File: config.mk
export PLATFORM = sky130hd
export DESIGN_NAME = sad_frame_engine
export DESIGN_NICKNAME = d
export VERILOG_FILES = /design/src/rtl/sad_frame_engine.sv
export SDC_FILE = /design/constraint.sdc
export NUM_CORES = 1
export LEC_CHECK = 0
export ABC_AREA = 1
export BUFFER_PORTS_ARGS = -buffer_cell sky130_fd_sc_hd__buf_4
export CAP_MARGIN = 20
export CORE_MARGIN = 4
export CORE_UTILIZATION = 45
export DETAILED_ROUTE_END_ITERATION = 8
export PLACE_DENSITY = 0.65
export SLEW_MARGIN = 10
export SYNTH_ARGS = -nofsm -noshare
export SYNTH_HDL_FRONTEND = slang
export SYNTH_SLANG_ARGS = --single-unit
export TNS_END_PERCENT = 10
File: constraint.sdc
create_clock -name Clk -period 11 [get_ports Clk]
set_clock_uncertainty 0.05 [all_clocks]
set_input_delay 0.55 -clock Clk [delete_from_list [all_inputs] [get_ports Clk]]
set_output_delay 0.55 -clock Clk [all_outputs]
set_load 0.01 [all_outputs]
File: src/rtl/sad_frame_engine.sv
// Purpose : sum of absolute differences over one block of packed 8-bit pixels, handed to writeback.
// Latency : frame_shift rises 3 cycles after the cycle carrying the last beat (2-stage datapath + present).
// Backpr. : pix_ready only while beats remain; result held in PRESENT until WB_stall=0 at a rising edge.
//
// Ports:
//   Clk, Reset_n           clock (rising edge) and asynchronous active-low reset
//   start, start_dest      begin a block / destination register, taken when start_ready=1
//   start_ready            high in IDLE, and in PRESENT during the consuming cycle
//   pix_valid, pix_ready   beat handshake; frame_pixel/window_pixel carry 4 bytes each, byte 0 lowest
//   WB_stall               writeback refuses the result this cycle
//   frame_shift            result valid; SAD_WB_value/SAD_dest_reg stable while high
//   busy                   state != IDLE
module sad_frame_engine #(
    parameter int PIXELS_PER_BLOCK = 16,
    parameter int ACC_W            = 32
) (
    input  logic        Clk,
    input  logic        Reset_n,
    input  logic        start,
    input  logic [4:0]  start_dest,
    output logic        start_ready,
    input  logic        pix_valid,
    output logic        pix_ready,
    input  logic [31:0] frame_pixel,
    input  logic [31:0] window_pixel,
    input  logic        WB_stall,
    output logic        frame_shift,
    output logic [31:0] SAD_WB_value,
    output logic [4:0]  SAD_dest_reg,
    output logic        busy
);

    localparam int BEATS = PIXELS_PER_BLOCK / 4;
    localparam int CNT_W = $clog2(BEATS + 1);
    localparam logic [CNT_W-1:0] LAST_BEAT = CNT_W'(BEATS - 1);
    localparam logic [33:0] ACC_MAX = (34'd1 << ACC_W) - 34'd1;

    typedef enum logic [1:0] {
        IDLE    = 2'd0,
        ACCUM   = 2'd1,
        DRAIN   = 2'd2,
        PRESENT = 2'd3
    } state_t;

    state_t           state, stateNext;
    logic [CNT_W-1:0] beatCnt;
    logic             drainCnt;
    logic             startAccept;
    logic             beatXfer;
    logic [4:0]       destReg;
    logic [ACC_W-1:0] acc;
    logic [ACC_W-1:0] accSat;
    logic [33:0]      accSum;

    // stage 1: per-byte absolute differences of the last transferred beat
    logic             s1Vld;
    logic [7:0]       s1Diff [4];
    logic [9:0]       s1Sum;

    function automatic logic [7:0] absDiff(input logic [7:0] a, input logic [7:0] b);
        return (a > b) ? (a - b) : (b - a);
    endfunction

    assign pix_ready    = (state == ACCUM) && (beatCnt < CNT_W'(BEATS));
    assign beatXfer     = pix_valid && pix_ready;
    assign start_ready  = (state == IDLE) || ((state == PRESENT) && !WB_stall);
    assign frame_shift  = (state == PRESENT);
    assign busy         = (state != IDLE);
    assign SAD_WB_value = 32'(acc);
    assign SAD_dest_reg = destReg;

    // stage 2 adder: widen past ACC_W so overflow is visible, then clamp
    assign s1Sum  = {2'b00, s1Diff[0]} + {2'b00, s1Diff[1]} + {2'b00, s1Diff[2]} + {2'b00, s1Diff[3]};
    assign accSum = 34'(acc) + 34'(s1Sum);
    assign accSat = (accSum > ACC_MAX) ? ACC_MAX[ACC_W-1:0] : accSum[ACC_W-1:0];

    always_comb begin
        stateNext   = state;
        startAccept = 1'b0;
        case (state)
            IDLE: begin
                if (start) begin
                    stateNext   = ACCUM;
                    startAccept = 1'b1;
                end
            end
            ACCUM: begin
                if (beatXfer && (beatCnt == LAST_BEAT)) stateNext = DRAIN;
            end
            DRAIN: begin
                // second drain cycle: stage 2 has absorbed the final beat
                if (drainCnt) stateNext = PRESENT;
            end
            PRESENT: begin
                if (!WB_stall) begin
                    if (start) begin
                        stateNext   = ACCUM;
                        startAccept = 1'b1;
                    end else begin
                        stateNext = IDLE;
                    end
                end
            end
            default: stateNext = IDLE;
        endcase
    end

    always_ff @(posedge Clk or negedge Reset_n) begin
        if (!Reset_n) begin
            state    <= IDLE;
            beatCnt  <= '0;
            drainCnt <= 1'b0;
            destReg  <= '0;
            s1Vld    <= 1'b0;
            s1Diff   <= '{default: '0};
            acc      <= '0;
        end else begin
            state    <= stateNext;
            drainCnt <= (state == DRAIN) ? ~drainCnt : 1'b0;

            if (startAccept) begin
                beatCnt <= '0;
                destReg <= start_dest;
            end else if (beatXfer) begin
                beatCnt <= beatCnt + 1'b1;
            end

            s1Vld <= beatXfer;
            if (beatXfer) begin
                for (int i = 0; i < 4; i++) begin
                    s1Diff[i] <= absDiff(frame_pixel[8*i +: 8], window_pixel[8*i +: 8]);
                end
            end

            // s1Vld is never set in IDLE/PRESENT, so clear and add cannot collide
            if (startAccept) begin
                acc <= '0;
            end else if (s1Vld) begin
                acc <= accSat;
            end
        end
    end

endmodule

==> out/results.txt <==
Worst-path maximum fanout -> 28
Initial antenna violation count -> 0
Required time worst endpoint -> 11150 ps
Die W -> 142 um
Via count of the first global-routing pass -> 6926
Top FF cell, synth -> dfrtp_1
Post-synth cell types -> 41
ANT nets after route -> 0
Clock slew seen by the registers of the worst setup and hold paths -> 60 ps
Cell internal pwr -> 0.00140 W
Post-CTS sizing -> 0
WP buf/inv -> 5
WL final -> 18800 um
CTS tree -> yes
Min-Delay Path Class -> input port to async pin
Final net count -> 1486
Dpl cells -> 1513
Clock power share -> 11.3%
Slowest stage delay, CP -> 540 ps
Arrival @ worst endpoint -> 4060 ps
Final Instance Count excl. Fillers -> 1530
Overflow left after global routing -> 0
First-pass GRT wire length -> 32100 um
Ranking of synthesized cells by area -> dfrtp_1 23%, nand2_1 20%, ha_1 13%
Switching pwr -> 0.00149 W
Post-Route Utilization -> 54.0%
Least-Margin Pin Slew -> 1010 ps
Sink Count -> 76
Row count -> 48
Final hold vios -> 0
Routed length per placed instance -> 12.3 um
Yosys warning count -> 0
Placer Congestion -> 0.923
Power Total -> 0.00289 W
Crit. End Element -> flop
Critical path class -> flop to flop
Post-synth top area cell -> dfrtp_1
Setup_tns -> 0 ps
Root buf cell -> clkbuf_16
Place WS -> 7090 ps
Slew Viols, Final -> 0
Net Count, Synth -> 1390
DRC viols -> 0
Gr usage total -> 19.0%
Final min period -> 3900 ps
Leak -> 5.53 nW
Crit-path slowest cell -> fa_1
Clock Path Buffers -> 2
Die height -> 142 um
Buffers added on ports -> 114
CP delay by family, top -> adder cells
Core area -> 0.0175 mm2
Startpoint Class -> flop
Mapped Cells -> 1204
Post-CTS setup buffers -> 0
PD cells -> 306 mW/mm2
H-tree lvl count -> 3
Status -> complete, no violations
Period utilization -> 35.5%
Ordered list of cells on the worst path -> inv_1, fa_1, inv_1, fa_1, inv_1, fa_1, inv_1, ha_1, nand2_1, inv_1, a21oi_1, nand2_1, nand2_1, nand2_2, nand2_4, o21ai_0, nand2_1, o21ai_0
Max-cap violation count -> 0
Post-synth ARST share -> 100%
# hold bufs at CTS -> 0
Sequential share of power -> 15.4%
Commonest non-fill, non-tap cells in the layout -> 437 x nand2_1, 221 x inv_1, 116 x buf_4
Area Growth Syn to Fin -> 16.5%
Number of flops mapped to enable cells by yosys -> 0
Synthesized flop and latch total -> 76
Sw Share -> 51.5%
Syn_area_per_cell -> 6.73 um2
Post-synthesis sequential area ratio -> 23.5%
CP most frequent cell -> inv_1
Final setup viols -> 0
I/O pin total -> 115
Number of diodes -> 0
RSZ-0062 raised after global routing -> no
Initial Util -> 46.3%
Slew headroom -> 32.5%
TritonCTS Buffers -> 9
DP HPWL -> 15200 um
Post-synth top area share -> 23.5%
Combinational Power Share -> 73.3%
Commonest non-fill, non-tap cell in the layout -> nand2_1
DIE AREA -> 0.0202 mm2
FMAX -> 256 MHz
TritonRoute pass-1 iters -> 5
Maximum number of pins on one net before global-route repair -> 77
Layout cells sized above 1 -> 12.1%
VDD IR max -> 0.327 mV
Cell Area, Synth -> 0.00810 mm2
Vias per inst -> 4.80
Final WS setup -> 7100 ps
Worst skew pair latency -> 340 ps
DR iter-0 viols -> 409
DR vias -> 7347
-- metal layers --
metal	share of wire (%)	routed length (um)	track usage, %	vias up
met5	0	0	0	-
met4	2.0	374	5.76	0
met3	4.5	845	2.69	22
met2	46	8630	31.2	121
met1	48	8930	26.2	3341
li1	-	-	-	3863
-- power by group through the flow --
stage | Clock (W) | Sequential [W] | Combinational (W)
after floorplan | 0 | 0.000443 | 0.00157
after global placement | 0 | 0.000448 | 0.00209
after detailed placement | 0 | 0.000450 | 0.00211
after CTS | 0.000331 | 0.000446 | 0.00213
after global routing | 0.000344 | 0.000458 | 0.00245
final | 0.000326 | 0.000446 | 0.00212
-- through the flow --
stage,hold WS (ps),instance area [um2]
2_1_floorplan,204,8100
3_3_place_gp,348,9090
3_5_place_dp,352,9090
4_1_cts,362,9420
5_1_grt,139,9440
6_report,103,9440
-- logic make-up after synthesis --
kind of cell	synth area share, %
buffers and inverters	12.5
AND/OR/NAND/NOR	29.7
AO/OA/AOI/OAI	8.99
adder cells (fa/ha/maj)	20.2
flip-flops	23.5
XOR/XNOR	5.19
-- layout make-up --
cell class / count / area (um2)
clock buffers: 11 / 243
clock inverters: 5 / 83.8
fillers: 1715 / 8040
inverters: 226 / 848
multi-input cells: 870 / 5190
flip-flops and latches: 76 / 1900
well taps: 225 / 282
repair buffers: 117 / 891
-- cells in the mapped netlist (7+ instances only) --
cell / instances
nand2_1: 437
inv_1: 221
ha_1: 81
dfrtp_1: 76
a21oi_1: 52
nor2_1: 52
nand3_1: 40
o21ai_0: 36
xor2_1: 35
fa_1: 31
o21ai_1: 14
clkbuf_1: 13
xnor2_1: 13
nor3_1: 11
nand4_1: 10
clkbuf_2: 9
nand3b_1: 8
o211ai_1: 7
-- path summary, 6_finish.rpt --
kind                                   end  slack [ps]            start  cells past startpoint
max                        SAD_WB_value[3]        7100  SAD_WB_value[6]                     18
min                               state[0]         100          Reset_n                      1
max reg2reg                SAD_WB_value[3]        7100  SAD_WB_value[6]                     18
min reg2reg                       drainCnt         360         drainCnt                      1
max in group asynchronous  SAD_dest_reg[2]       10210          Reset_n                      2
min in group Clk                  drainCnt         360         drainCnt                      1
Power figures use the tool's default switching activity.
